==> src/rtl/spike_event_encoder.sv <==
// Spike event encoder: captures neuron spikes with state and timestamp, arbitrates
// round-robin into a small FWFT FIFO, and presents events on a valid/ready port.
module spike_event_encoder #(
  parameter int N_NEURONS  = 5,
  parameter int DATA_W     = 8,
  parameter int ID_W       = 3,
  parameter int FIFO_DEPTH = 4
) (
  input  logic                          clk,
  input  logic                          rst,
  input  logic [N_NEURONS-1:0]          spike_in,
  input  logic [N_NEURONS*DATA_W-1:0]   state_in,
  output logic                          ev_valid,
  input  logic                          ev_ready,
  output logic [ID_W-1:0]               ev_id,
  output logic [DATA_W-1:0]             ev_state,
  output logic [DATA_W-1:0]             ev_time,
  output logic [7:0]                    drop_cnt
);
  localparam int AW = $clog2(FIFO_DEPTH);
  localparam int CW = AW + 1;
  localparam int EW = ID_W + 2 * DATA_W;
  localparam int DW = $clog2(N_NEURONS + 1);

  logic [DATA_W-1:0]    r_ts;
  logic [N_NEURONS-1:0] r_pending;
  logic [DATA_W-1:0]    r_cap_state [N_NEURONS];
  logic [DATA_W-1:0]    r_cap_time  [N_NEURONS];
  logic [ID_W-1:0]      r_rr_ptr;
  logic [EW-1:0]        r_mem [FIFO_DEPTH];
  logic [AW-1:0]        r_wr_ptr;
  logic [AW-1:0]        r_rd_ptr;
  logic [CW-1:0]        r_count;
  logic [EW-1:0]        r_last;
  logic [7:0]           r_drop_cnt;

  logic                 w_grant_vld;
  logic [ID_W-1:0]      w_grant_id;
  logic [N_NEURONS-1:0] w_gnt;
  logic [EW-1:0]        w_push_data;
  logic                 w_pop;
  logic [EW-1:0]        w_head;
  logic [EW-1:0]        w_out;
  logic [DW-1:0]        w_drop_num;
  logic [8:0]           w_drop_sum;

  function automatic logic [7:0] sat8(input logic [8:0] v);
    return v[8] ? 8'hFF : v[7:0];
  endfunction

  // Round-robin search starting just after the last granted neuron; lowest offset wins.
  always_comb begin
    int idx;
    idx         = 0;
    w_grant_vld = 1'b0;
    w_grant_id  = '0;
    if (r_count < CW'(FIFO_DEPTH)) begin
      for (int k = N_NEURONS; k >= 1; k--) begin
        idx = (int'(r_rr_ptr) + k) % N_NEURONS;
        if (r_pending[idx]) begin
          w_grant_vld = 1'b1;
          w_grant_id  = ID_W'(idx);
        end
      end
    end
  end

  always_comb begin
    w_gnt       = '0;
    w_push_data = '0;
    w_drop_num  = '0;
    for (int i = 0; i < N_NEURONS; i++) begin
      w_gnt[i] = w_grant_vld && (w_grant_id == ID_W'(i));
      if (w_gnt[i])
        w_push_data = {ID_W'(i), r_cap_state[i], r_cap_time[i]};
      if (spike_in[i] && r_pending[i] && !w_gnt[i])
        w_drop_num = w_drop_num + DW'(1);
    end
    w_drop_sum = {1'b0, r_drop_cnt} + 9'(w_drop_num);
  end

  // Capture stage: a new spike on a neuron being granted this edge re-arms its slot.
  always_ff @(posedge clk or posedge rst) begin
    if (rst) begin
      r_ts       <= '0;
      r_pending  <= '0;
      r_drop_cnt <= '0;
      r_rr_ptr   <= ID_W'(N_NEURONS - 1);
      for (int i = 0; i < N_NEURONS; i++) begin
        r_cap_state[i] <= '0;
        r_cap_time[i]  <= '0;
      end
    end else begin
      r_ts       <= r_ts + DATA_W'(1);
      r_drop_cnt <= sat8(w_drop_sum);
      if (w_grant_vld)
        r_rr_ptr <= w_grant_id;
      for (int i = 0; i < N_NEURONS; i++) begin
        if (spike_in[i] && (!r_pending[i] || w_gnt[i])) begin
          r_pending[i]   <= 1'b1;
          r_cap_state[i] <= state_in[i*DATA_W +: DATA_W];
          r_cap_time[i]  <= r_ts;
        end else if (w_gnt[i]) begin
          r_pending[i] <= 1'b0;
        end
      end
    end
  end

  assign w_pop  = ev_valid && ev_ready;
  assign w_head = r_mem[r_rd_ptr];

  // FIFO stage: push is gated by the registered count, so a full FIFO never accepts.
  always_ff @(posedge clk or posedge rst) begin
    if (rst) begin
      r_wr_ptr <= '0;
      r_rd_ptr <= '0;
      r_count  <= '0;
      r_last   <= '0;
      for (int j = 0; j < FIFO_DEPTH; j++)
        r_mem[j] <= '0;
    end else begin
      if (w_grant_vld) begin
        r_mem[r_wr_ptr] <= w_push_data;
        r_wr_ptr        <= r_wr_ptr + AW'(1);
      end
      if (w_pop) begin
        r_rd_ptr <= r_rd_ptr + AW'(1);
        r_last   <= w_head;
      end
      r_count <= r_count + CW'(w_grant_vld) - CW'(w_pop);
    end
  end

  // Outputs hold the most recently consumed event while the FIFO is empty.
  assign ev_valid = (r_count != '0);
  assign w_out    = ev_valid ? w_head : r_last;
  assign ev_id    = w_out[EW-1 -: ID_W];
  assign ev_state = w_out[2*DATA_W-1 -: DATA_W];
  assign ev_time  = w_out[DATA_W-1:0];
  assign drop_cnt = r_drop_cnt;

endmodule

==> config.mk <==
export PLATFORM = sky130hd
export DESIGN_NAME = spike_event_encoder
export DESIGN_NICKNAME = d
export VERILOG_FILES = /design/src/rtl/spike_event_encoder.sv
export SDC_FILE = /design/constraint.sdc
export NUM_CORES = 1
export LEC_CHECK = 0
export CAP_MARGIN = 15
export CORE_UTILIZATION = 40
export CTS_BUF_LIST = sky130_fd_sc_hd__clkbuf_16
export DETAILED_ROUTE_END_ITERATION = 16
export REMOVE_ABC_BUFFERS = 1
export SYNTH_ARGS = -nofsm -noshare
export SYNTH_HDL_FRONTEND = slang
export SYNTH_SLANG_ARGS = --single-unit
==> constraint.sdc <==
create_clock -name clk -period 10.6 [get_ports clk]
set_input_delay 2.12 -clock clk [delete_from_list [all_inputs] [get_ports clk]]
set_output_delay 2.12 -clock clk [all_outputs]
set_load 0.03 [all_outputs]
== Word level (Yosys, flattened, before mapping) ==
Index checks and enable logic that the tools add are counted.

* Output and inout port bits: 28
* Memories kept: 0
* Word-level logic and storage cells: 160
* Bits in registers: 206
* RAM bits: 0
* ROM bits: 0
* Latch bits: 0

* Multiply operators: 0
* $add $sub $neg: 15
* Reductions and logical operators: 44
* Equal/unequal tests: 4
* Muxes and demuxes: 55
* Div/mod/pow operators: 5
* Order comparisons: 9
* Bitwise gates (word level): 2
* Shift operators: 0

{| class="wikitable"
|+ Operators by type and width
! operator !! number
|-
| 32-bit by 5-bit less-than comparator with 1-bit output, second input constant || 5
|-
| 32-bit by 4-bit modulo with 32-bit output, second input constant || 5
|-
| 19-bit 2-to-1 mux || 8
|-
| 76-bit bitwise mux || 1
|-
| 19-bit binary-select mux with 2-bit select || 1
|-
| 19-bit demux with 2-bit select || 1
|-
| 3-bit 2-to-1 mux || 10
|-
| 1-bit 2-to-1 mux || 27
|-
| 1-bit logical AND || 22
|-
| 16-bit 2-to-1 mux || 1
|-
| 1-bit binary-select mux with 3-bit select || 5
|-
| 3-bit by 1-bit adder with 3-bit output, second input constant || 4
|-
| 1-bit zero test || 10
|-
| 2-bit nonzero test || 5
|-
| 8-bit by 3-bit adder with 9-bit output || 1
|-
| 3-bit by 2-bit adder with 4-bit output, second input constant || 2
|-
| 3-bit by 3-bit adder with 4-bit output, second input constant || 2
|-
| 8-bit by 1-bit adder with 8-bit output, second input constant || 1
|-
| 8-bit 2-to-1 mux || 1
|-
| 3-bit by 2-bit equality test with 1-bit output, second input constant || 2
|-
| 3-bit >= comparator, second input constant || 2
|-
| 2-bit inverter with 3-bit output || 2
|-
| 1-bit logical OR || 5
|-
| 2-bit by 1-bit adder with 2-bit output, second input constant || 2
|-
| other kinds (9) || 9
|}

== Logic depth before layout (Yosys ltp) ==
Gate-level depths: netlist (run 1).

* Depth in word-level cells: 26
* Gate-level depth with buffers: 37
* Gate-level depth less buffers: 35

== Least setup slack after synthesis (run 1) ==
No wires, ideal clock.

* Path type: register -> register
* From: register r_rr_ptr[0]
* To: register r_drop_cnt[5], in the netlist drop_cnt[5]
* Arrival time: 7054 ps
* Slack: 3419 ps
* Path buffers: 3
* Stages on the path, launching flop included: 37
* Cells stage by stage: dfrtp_1 -> buf_4 -> clkinv_1 -> ha_1 -> buf_2 -> inv_1 -> ha_1 -> or2_2 -> o211ai_1 -> and2_2 -> inv_1 -> ha_1 -> nand2b_1 -> o2111ai_2 -> o211ai_2 -> mux2i_1 -> o32ai_2 -> a311oi_1 -> o211a_2 -> a2111o_1 -> buf_6 -> nand3b_4 -> o21ai_2 -> nor2_1 -> ha_1 -> inv_1 -> xnor2_1 -> xnor2_2 -> ha_1 -> o32a_1 -> and2_1 -> ha_1 -> a21o_1 -> a21oi_1 -> nor2_1 -> xnor2_1 -> nand2_1

* Word-level cells in the longest chain between the ends: 26
* Elaborated cells between the ends (all ways): 68
* Classes of those cells: add/sub: 10; div: 5; eq/ne: 4; mux: 33; reduce/logical: 16

{| class="wikitable"
|+ RTL lines
! what !! line !! RTL
|-
| start: declaration || 29 || <nowiki>logic [ID_W-1:0] r_rr_ptr;</nowiki>
|-
| start signal: assignment || 88 || <nowiki>r_rr_ptr <= ID_W'(N_NEURONS - 1);</nowiki>
|-
| start signal: assignment || 97 || <nowiki>r_rr_ptr <= w_grant_id;</nowiki>
|-
| 3-bit by 3-bit adder with 4-bit output || 59 || <nowiki>idx = (int'(r_rr_ptr) + k) % N_NEURONS;</nowiki>
|-
| 32-bit by 4-bit modulo with 32-bit output || 59 ||
|-
| 1-bit binary-select mux with 3-bit select || 60 || <nowiki>if (r_pending[idx]) begin</nowiki>
|-
| 1-bit 2-to-1 mux (implied by the code) (2 in series) || 60 ||
|-
| 3-bit 2-to-1 mux (5 in series) || 60 ||
|-
| 3-bit 2-to-1 mux || 57 || <nowiki>if (r_count < CW'(FIFO_DEPTH)) begin</nowiki>
|-
| 3-bit zero test || 73 || <nowiki>w_gnt[i] = w_grant_vld && (w_grant_id == ID_W'(i));</nowiki>
|-
| 1-bit logical AND || 73 ||
|-
| [5 not listed] || -- ||
|-
| 3-bit by 1-bit adder with 3-bit output || 77 || <nowiki>w_drop_num = w_drop_num + DW'(1);</nowiki>
|-
| 3-bit 2-to-1 mux || 76 || <nowiki>if (spike_in[i] && r_pending[i] && !w_gnt[i])</nowiki>
|-
| 3-bit by 1-bit adder with 3-bit output || 77 ||
|-
| 3-bit 2-to-1 mux || 76 ||
|-
| 3-bit by 1-bit adder with 3-bit output || 77 ||
|-
| 3-bit 2-to-1 mux * || 76 ||
|-
| 8-bit by 3-bit adder with 9-bit output * || 79 || <nowiki>w_drop_sum = {1'b0, r_drop_cnt} + 9'(w_drop_num);</nowiki>
|-
| 8-bit 2-to-1 mux * || 48 || <nowiki>return v[8] ? 8'hFF : v[7:0];</nowiki>
|-
| end signal: assignment || 95 || <nowiki>r_drop_cnt <= sat8(w_drop_sum);</nowiki>
|-
| end: declaration || 35 || <nowiki>logic [7:0] r_drop_cnt;</nowiki>
|}

Every way passes the cells marked *; elsewhere a longest branch is shown, timed or not. The select of a mux whose other input is x is not followed.
A chain may end at the register's enable or synchronous reset.

== Worst setup path in the final report (run 1) ==
* From: register r_rr_ptr[1]
* To: register r_drop_cnt[7], in the netlist drop_cnt[7]

Same word-level chain as after synthesis.

==> run_results.csv, run 1 <==
group,metric,value,unit
detailed_routing,drc,0,
timing,hold_viol,0,
detailed_routing,routedWlPerCell,17.77,um
detailed_routing,postRouteAntennaNets,0,
worst_setup_path,worstReg2RegStart,"r_rr_ptr[1]$_DFFE_PP0P_",
floorplanning,die_h,169.6,um
yosys,synthMuxAreaShare,20.13,%
timing,maxSlewHeadroom,27.93,%
detailed_routing,avgViaCountPerCell,5.288,
detailed_routing,dr.pass1.iters,5,
yosys,syn_area_per_cell,11.15,sq um
worst_setup_path,cp.required,11.00,ns
yosys,ys_ff_latch,206,
timing,drv_slew,0,
floorplanning,rows,60,
worst_setup_path,crit_top_cell,"ha_1",
grt,grtUsageTotal,18.62,%
grt,antenna_found_initial,0,
yosys,synth_area,11240,sq um
detailed_routing,drt-total-wl,25870,um
place,place_congestion,0.8823,
timing,finalSetupTns,0,ns
timing,period_needed,8.123,ns
floorplanning,initial_core_util,41.24,%
timing,skew,0.01971,ns
clock_network,htree_num_levels,1,
final_layout,syn_to_final_growth,16.31,%
clock_network,numCtsBuffers,24,
clock_network,clock_latency,0.52,ns
run_status,status,"finished, final reports clean",
grt,grt_start_max_net_pins,129,
floorplanning,dieArea,28770,sq um
floorplanning,ios,76,
worst_setup_path,path_max_fanout,21,
yosys,synth-simple-area-share,9.442,%
yosys,synth-seq-area-share,45.89,%
yosys,synth_top_family_by_area,"multiplexers",
clock_network,ctsHoldBuffers,0,
timing,period_share,76.63,%
clock_network,ctsResizeCount,0,
job,cap_violations,0,
clock_network,cts_max_path_buffers,3,
final_layout,stdcell_count,1456,
clock_network,cts_setup_buffers,0,
final_layout,final_nets,1156,
yosys,synth_adder_area_share,4.810,%
timing,max_freq,0.1231,GHz
yosys,ys.flop_type,"dfrtp_1",
grt,grt_use_met2,30.24,%
timing,rsz0062_at_grt,"no",
detailed_routing,vias,7700,
clock_network,cts_tree,"done",
worst_setup_path,crit_start,"r_rr_ptr[1]$_DFFE_PP0P_",
worst_setup_path,rr_worst_depth,33,
yosys,synthCells,1008,
worst_hold_path,min_path_cells,2,
grt,grtUsageMet1,26.13,%
worst_hold_path,hold_path.class,"reg -> reg",
grt,met3_usage,2.519,%
timing,setup_viol,0,
detailed_routing,drt_iter0_drc,426,
grt,grt_pass1_wl,42320,um
final_layout,diodes,0,
grt,first_global_vias,7732,
clock_network,clk_pin_slew_worst_paths,0.07,ns
final_layout,layout-drive-gt1-share,21.96,%
worst_setup_path,cp_slowest_cell,"ha_1",
place,io_buffers,75,
worst_setup_path,endpoint_kind,"register",
grt,grt-busiest-layer,"met2",
yosys,ys_warn_count,0,
floorplanning,coreArea,27250,sq um
place,place_inst,1412,
worst_setup_path,startpoint_type,"register",
yosys,synthXorXnorAreaFrac,2.427,%
worst_setup_path,crit_arrival,8.52,ns
yosys,ys_types,82,
yosys,synth-compound-area-share,12.89,%
clock_network,cts-root-buf,"clkbuf_16",
yosys,async_flop_share,100.0,%
worst_setup_path,rrSetupSlack,2.48,ns
worst_setup_path,worstSetupPathType,"reg -> reg",
timing,tightest_slew,1.081,ns
grt,grt-ovfl-total,0,
worst_setup_path,crit_path_max_incr_delay,0.64,ns
floorplanning,dieWidth,169.6,um
clock_network,clock-sinks,206,
worst_hold_path,hp-start,"r_cap_time[16]$_DFFE_PP0P_",
place,place_hpwl,17090,um
yosys,synth_edf_count,0,
## layer usage
layer	part of all wire, %	routed length (um)
met2	47	12060
met5	0	0
met3	4.0	1029
met4	1.8	467
met1	48	12320
## registers in the layout (all words and copies together), names as in the netlist
signal and cells:
r_rr_ptr 3, r_rd_ptr 2, r_last 19, drop_cnt 8
r_mem 76, r_pending 5, r_ts 8, r_wr_ptr 2
r_cap_time 40, r_cap_state 40, r_count 3
## cells by family (layout without fill, tap and decap cells)
group                    Yosys count  after routing
AND/OR/NAND/NOR                  227            227
AO/OA/AOI/OAI                    214            214
flip-flops                       206            206
XOR/XNOR                          26             26
multiplexers                     180            180
buffers and inverters            113            189
adder cells (fa/ha/maj)           42             42
## cells in the final DEF, fill, tap and decap left out, types with 28 or more instances in the layout
| cell type | synthesis | final |
|---|---|---|
| ha_1 | 40 | 40 |
| nor2_1 | 87 | 86 |
| o21ai_0 | 33 | 33 |
| inv_1 | 53 | 59 |
| dfrtp_1 | 205 | 205 |
| mux2_2 | 110 | 110 |
| clkdlybuf4s50_1 | 0 | 75 |
| a21oi_1 | 97 | 97 |
| nand2_1 | 59 | 59 |
| mux2i_1 | 28 | 28 |
## final timing paths
kind,endpoint
worst max-delay path,drop_cnt[7]$_DFF_PP0_
worst max register to register,drop_cnt[7]$_DFF_PP0_
min in group asynchronous,r_rr_ptr[1]$_DFFE_PP0P_
max in group asynchronous,r_wr_ptr[0]$_DFFE_PP0P_
worst min register to register,r_cap_time[16]$_DFFE_PP0P_
worst min-delay path,r_cap_time[16]$_DFFE_PP0P_
## synth_stat cells, types with 8 or more instances
cell type / n / area (sq um)
dfrtp_1: 205 / 5130
mux2_2: 110 / 1239
a21oi_1: 97 / 485.5
nor2_1: 87 / 326.6
nand2_1: 59 / 221.5
inv_1: 53 / 198.9
ha_1: 40 / 500.5
o21ai_0: 33 / 165.2
mux2i_1: 28 / 280.3
clkbuf_1: 24 / 90.09
mux4_2: 20 / 450.4
buf_2: 18 / 90.09
xnor2_1: 18 / 157.7
nand3_1: 14 / 70.07
mux2_4: 12 / 180.2
nand2b_1: 11 / 68.82
a22oi_2: 10 / 125.1
mux2_1: 10 / 112.6
and2_1: 8 / 50.05
nor3_1: 8 / 40.04
## stage by stage
stage | instance area (sq um) | worst slack, ns | hold WS (ns) | utilization, %
after global routing | 13070 | 1.891 | 0.5079 | 47.96
after detailed placement | 12290 | 2.604 | 0.4754 | 45.11
after CTS | 13070 | 2.536 | 0.4883 | 47.96
final | 13070 | 2.477 | 0.4859 | 47.96
after floorplan | 10950 | 2.373 | 0.4496 | -
after global placement | 12290 | 2.780 | 0.4674 | 45.11
## worst max-delay path: cells and delay by family, from the launching register on
family	cells	cell delay, ns
AOI/OAI and AO/OA	9	1.94
xor gates and xnor gates	2	0.47
adders and majority gates	6	2.02
buffers and inverters	5	0.94
DFF	1	0.56
and+or+nand+nor	11	2.06
## cell type report
type	instances	area (sq um)
Timing Repair Buffer	89	855.8
Clock inverter	20	177.7
Clock buffer	24	600.6
Sequential cell	206	5156
Multi-Input combinational cell	689	5597
Tap cell	372	465.4
Fill cell	2495	14180
Inverter	56	217.7
Power of run 1 is not shown: default switching activity piles up to over one toggle a cycle in this logic, so the estimate is an artifact.
==> run 2, diff against run 1 <==
==> constraint.sdc (replaced) <==
create_clock -name clk -period 7 [get_ports clk]
set_input_delay 1.4 -clock clk [delete_from_list [all_inputs] [get_ports clk]]
set_output_delay 1.4 -clock clk [all_outputs]
set_load 0.03 [all_outputs]
==> run 2 against run 1 <==
Via count rose by 1.3%. Clock skew fell by 0.0059 ns. Setup slack got worse by 2.2 ns. Critical endpoint is now drop_cnt[5]$_DFF_PP0_. Count of clock-buffer cells in the layout did not move. Cell area is 2.0% higher. Die area stayed put. Highest routed layer unchanged. Core utilization rose by 0.97 points. Critical path type unchanged. Maximum frequency up 21%. Critical path depth decreased by 1. Sequential cell count is the same. Non-clock buffer count up 28. Sequential share of layout area fell by 0.78 points.
==> run_results.csv, run 2 (synthesis results as in run 1) <==
group,metric,value,unit
place,io_buffers,75,
final_layout,stdcell_count,1483,
worst_setup_path,crit_top_cell,"ha_1",
worst_setup_path,path_max_fanout,10,
clock_network,cts-root-buf,"clkbuf_16",
floorplanning,dieWidth,169.6,um
worst_setup_path,endpoint_kind,"register",
floorplanning,coreArea,27250,sq um
grt,first_global_vias,7715,
floorplanning,die_h,169.6,um
worst_hold_path,hold_path.class,"reg -> reg",
timing,max_freq,0.1492,GHz
floorplanning,initial_core_util,41.24,%
timing,tightest_slew,1.159,ns
final_layout,diodes,0,
clock_network,cts_max_path_buffers,3,
worst_setup_path,cp.required,7.39,ns
detailed_routing,vias,7798,
timing,period_share,95.72,%
final_layout,final_cell_mix,"205 x dfrtp_1, 110 x mux2_2, 95 x a21oi_1",
grt,grtUsageTotal,19.11,%
worst_setup_path,worstSetupPathType,"reg -> reg",
detailed_routing,drt-total-wl,26880,um
final_layout,final_nets,1184,
grt,grt-busiest-layer,"met2",
worst_setup_path,cp_slowest_cell,"a2111o_1",
grt,grt_pass1_wl,43040,um
place,place_congestion,0.8564,
floorplanning,dieArea,28770,sq um
worst_setup_path,crit_path_max_incr_delay,0.46,ns
floorplanning,rows,60,
timing,setup_viol,0,
clock_network,clock-sinks,206,
run_status,status,"finished, final reports clean",
timing,hold_viol,0,
worst_setup_path,rr_endpoint,"drop_cnt[5]$_DFF_PP0_",
timing,skew,0.01380,ns
final_layout,layout-drive-gt1-share,25.20,%
clock_network,numCtsBuffers,24,
clock_network,htree_num_levels,1,
worst_hold_path,min_path_cells,2,
detailed_routing,avgViaCountPerCell,5.258,
final_layout,syn_to_final_growth,18.67,%
clock_network,clock_latency,0.52,ns
detailed_routing,postRouteAntennaNets,0,
detailed_routing,dr.pass1.iters,4,
detailed_routing,routedWlPerCell,18.13,um
grt,grt-ovfl-total,0,
clock_network,clk_pin_slew_worst_paths,0.06,ns
grt,grt_use_met2,30.58,%
worst_setup_path,crit_arrival,7.09,ns
grt,met3_usage,2.519,%
worst_setup_path,startpoint_type,"register",
job,cap_violations,0,
worst_setup_path,rrSetupSlack,0.30,ns
detailed_routing,drc,0,
detailed_routing,drt_iter0_drc,387,
timing,drv_slew,0,
final_layout,largest_register,"r_mem",
worst_setup_path,rr_worst_depth,32,
place,place_hpwl,17080,um
grt,grtUsageMet1,27.17,%
timing,period_needed,6.700,ns
final_layout,largest_reg_flops,76,
grt,antenna_found_initial,0,
final_layout,final_common_cell,"dfrtp_1",
timing,maxSlewHeadroom,22.58,%
worst_setup_path,worstReg2RegStart,"r_rr_ptr[0]$_DFFE_PP0P_",
grt,grt_start_max_net_pins,93,
place,place_inst,1430,
floorplanning,ios,76,
clock_network,ctsHoldBuffers,0,
worst_hold_path,holdPathEnd,"r_cap_time[16]$_DFFE_PP0P_",
final_layout,largestRegisters,"r_mem: 76 flops, r_cap_state: 40 flops, r_cap_time: 40 flops",
worst_hold_path,hp-start,"r_cap_time[16]$_DFFE_PP0P_",
clock_network,cts_tree,"done",
==> run 2: worst max path at each step <==
stage | slack [ns] | startpoint | endpoint
after floorplan | -1.23 | r_rr_ptr[0]$_DFFE_PP0P_ | drop_cnt[5]$_DFF_PP0_
final | 0.30 | r_rr_ptr[0]$_DFFE_PP0P_ | drop_cnt[5]$_DFF_PP0_
after global placement | 0.15 | r_rr_ptr[0]$_DFFE_PP0P_ | drop_cnt[5]$_DFF_PP0_
after CTS | 0.02 | r_rr_ptr[0]$_DFFE_PP0P_ | drop_cnt[7]$_DFF_PP0_
after global routing | -0.07 | r_rr_ptr[0]$_DFFE_PP0P_ | drop_cnt[7]$_DFF_PP0_
after detailed placement | -0.03 | r_rr_ptr[0]$_DFFE_PP0P_ | drop_cnt[5]$_DFF_PP0_
==> run 2: metrics by stage <==
step / TNS (ns) / hold slack [ns] / utilization (%) / setup slack (ns) / cell area [sq um]
floorplan: -13.64 / 0.4496 / - / -1.227 / 10950
global placement: 0 / 0.4660 / 45.60 / 0.1529 / 12430
detailed placement: -0.02661 / 0.4753 / 45.60 / -0.02661 / 12430
CTS: 0 / 0.4878 / 48.28 / 0.02134 / 13160
global route: -0.3859 / 0.5114 / 48.93 / -0.07050 / 13340
finish: 0 / 0.4864 / 48.93 / 0.2996 / 13340
==> run 2: worst max-delay path: cells and delay by family, from the launching register on <==
family / cells / cell delay [ns]
xor+xnor: 3 / 0.49
compound gates: 10 / 2.26
buf+inv: 5 / 0.66
fa+ha+maj: 5 / 1.22
flops: 1 / 0.37
mux: 2 / 0.45
simple gates: 7 / 1.13
==> run 2: final cells by class <==
class | count | area, sq um
timing repair buffer | 117 | 1066
sequential | 206 | 5156
fill | 2488 | 13920
clock buffer | 24 | 600.6
multi-input combinational | 689 | 5702
tap | 372 | 465.4
inverter | 56 | 217.7
clock inverter | 19 | 127.6
==> run 2: metal layers <==
| metal | wire, um | part of all wire (%) |
|---|---|---|
| met5 | 0 | 0 |
| met4 | 487 | 1.8 |
| met3 | 998 | 3.7 |
| met2 | 12510 | 47 |
| met1 | 12890 | 48 |
==> run 2: timing repair <==
action / 4_1_cts / 5_1_grt
setup endpoints to repair: 2 / 8
hold endpoints to repair: 0 / 0
resized for setup: 1 / 20
buffers inserted: 0 / 10
pin swaps: 0 / 9
Power of run 2 is left out for the same reason.
==> run 3, diff against run 2 <==
--- a/config.mk
+++ b/config.mk
@@ -6,10 +6,10 @@
 export NUM_CORES = 1
 export LEC_CHECK = 0
 export CAP_MARGIN = 15
+export CORE_MARGIN = 2
 export CORE_UTILIZATION = 40
 export CTS_BUF_LIST = sky130_fd_sc_hd__clkbuf_16
 export DETAILED_ROUTE_END_ITERATION = 16
-export REMOVE_ABC_BUFFERS = 1
 export SYNTH_ARGS = -nofsm -noshare
 export SYNTH_HDL_FRONTEND = slang
 export SYNTH_SLANG_ARGS = --single-unit
==> run 3 against run 2 <==
Routed wire length down 6.7%. Maximum frequency up 0.95%. Setup slack better by 0.063 ns. Critical endpoint unchanged. Cell area down 0.33%. Sequential cell count unchanged. Die area up 2.4%. Largest cell class unchanged. Count of clock-buffer cells in the layout down 1. Clock skew down 0.0024 ns.
==> run_results.csv, run 3 (synthesis results as in run 1) <==
group,metric,value,unit
run_status,status,"finished, final reports clean",
grt,grt-ovfl-total,0,
detailed_routing,dr.pass1.iters,5,
worst_setup_path,crit_arrival,7.03,ns
floorplanning,ios,76,
worst_setup_path,rr_worst_depth,34,
detailed_routing,postRouteAntennaNets,0,
worst_hold_path,holdPathEnd,"r_cap_time[16]$_DFFE_PP0P_",
worst_setup_path,worstReg2RegStart,"r_rr_ptr[0]$_DFFE_PP0P_",
clock_network,numCtsBuffers,23,
timing,tightest_slew,1.097,ns
timing,skew,0.01141,ns
clock_network,clock-sinks,206,
final_layout,largest_reg_flops,76,
timing,drv_slew,0,
floorplanning,rows,61,
final_layout,final_nets,1183,
grt,grt_start_max_net_pins,171,
final_layout,nFillCells,2560,
timing,setup_viol,0,
floorplanning,dieWidth,171.6,um
floorplanning,die_h,171.6,um
grt,antenna_found_initial,0,
detailed_routing,vias,7684,
clock_network,clk_pin_slew_worst_paths,0.06,ns
worst_setup_path,cp.required,7.39,ns
detailed_routing,routedWlPerCell,16.88,um
final_layout,utilization,47.97,%
detailed_routing,avgViaCountPerCell,5.174,
grt,grtUsageTotal,17.49,%
job,cap_violations,0,
timing,period_share,94.82,%
worst_setup_path,crit_top_cell,"ha_1",
final_layout,final_cell_mix,"204 x dfrtp_1, 110 x mux2_2, 95 x a21oi_1",
timing,hold_viol,0,
final_layout,layout-drive-gt1-share,24.84,%
worst_setup_path,rrSetupSlack,0.36,ns
place,place_hpwl,16960,um
worst_setup_path,cp_top_family,"compound AO/OA/AOI/OAI gates",
worst_setup_path,rr_endpoint,"drop_cnt[5]$_DFF_PP0_",
worst_setup_path,startpoint_type,"register",
final_layout,regArea,5157,sq um
timing,maxSlewHeadroom,26.89,%
timing,period_needed,6.638,ns
final_layout,final_common_cell,"dfrtp_1",
final_layout,diodes,0,
worst_hold_path,hold_path.class,"reg -> reg",
final_layout,multiInputGateArea,5708,sq um
clock_network,cts_tree,"done",
timing,hold_slack,0.4859,ns
worst_setup_path,worstSetupPathType,"reg -> reg",
grt,grt_pass1_wl,41050,um
worst_setup_path,crit_start,"r_rr_ptr[0]$_DFFE_PP0P_",
clock_network,cts-root-buf,"clkbuf_16",
detailed_routing,drt-total-wl,25070,um
worst_setup_path,crit_path_max_incr_delay,0.44,ns
detailed_routing,drc,0,
worst_setup_path,cp_slowest_cell,"a2111o_1",
clock_network,cts_max_path_buffers,3,
floorplanning,initial_core_util,40.56,%
grt,first_global_vias,7659,
clock_network,htree_num_levels,1,
floorplanning,coreArea,27710,sq um
worst_hold_path,hp-start,"r_cap_time[16]$_DFFE_PP0P_",
clock_network,clock_latency,0.50,ns
detailed_routing,drt_iter0_drc,335,
final_layout,syn_to_final_growth,18.28,%
worst_setup_path,endpoint_kind,"register",
yosys,synth_nets,1098,
floorplanning,dieArea,29450,sq um
place,io_buffers,75,
worst_setup_path,critPathBufInv,4,
final_layout,largest_register,"r_mem",
worst_hold_path,min_path_cells,2,
timing,max_freq,0.1507,GHz
place,place_congestion,0.8436,
worst_setup_path,path_max_fanout,7,
final_layout,largestRegisters,"r_mem: 76 flops, r_cap_state: 40 flops, r_cap_time: 40 flops",
==> run 3: cell types whose count changed in the layout (fill, tap and decap cells not counted), moves of 2 or more <==
cell / change
ha_1: -2
buf_4: -2
ha_4: +2
buf_12: +2
clkinv_1: -2
inv_1: +3
==> run 3: timing repair <==
item | CTS | global route
pin swaps | 0 | 9
endpoints found under the setup margin | 1 | 8
hold buffers | 0 | 0
buffers inserted | 0 | 10
resized for setup | 1 | 20
hold endpoints to repair | 0 | 0
cloned | 0 | 0
==> run 3: worst min-delay path, cell delays in order, from the launching register on <==
cell     delay (ns)
dfrtp_1        0.34
nand2_1        0.04
o21ai_0        0.06
==> run 3: worst max-delay path by stage <==
stage,cells past startpoint,endpoint
floorplan,36,drop_cnt[5]$_DFF_PP0_
global placement,33,drop_cnt[5]$_DFF_PP0_
detailed placement,34,drop_cnt[5]$_DFF_PP0_
CTS,34,drop_cnt[5]$_DFF_PP0_
global route,34,drop_cnt[2]$_DFF_PP0_
finish,34,drop_cnt[5]$_DFF_PP0_
==> run 3: routing by layer <==
| layer | global-route usage (%) | vias to the layer above | wire length [um] |
|---|---|---|---|
| met1 | 25.94 | 3770 | 12350 |
| met3 | 3.083 | 27 | 1130 |
| met2 | 26.98 | 164 | 11230 |
| li1 | - | 3723 | - |
| met4 | 3.242 | 0 | 368 |
| met5 | 0 | - | 0 |
==> run 3: cell type report <==
class                   instances  area share [%]
clock buffers                  23           4.330
multi-input cells             689           42.94
clock inverters                16          0.5366
well taps                     378           3.558
repair buffers                117           8.209
flip-flops and latches        206           38.80
inverters                      56           1.619
==> run 3: per-stage QoR <==
stage	worst slack (ns)	instance area [sq um]	TNS (ns)	instances
detailed placement	0.01503	12450	0	1436
floorplan	-0.003825	11250	-0.003825	1008
global route	-0.04008	13290	-0.2016	1485
global placement	0.2089	12450	0	1436
finish	0.3625	13290	0	1485
CTS	0.05347	13100	0	1475
Power of run 3 is left out for the same reason.
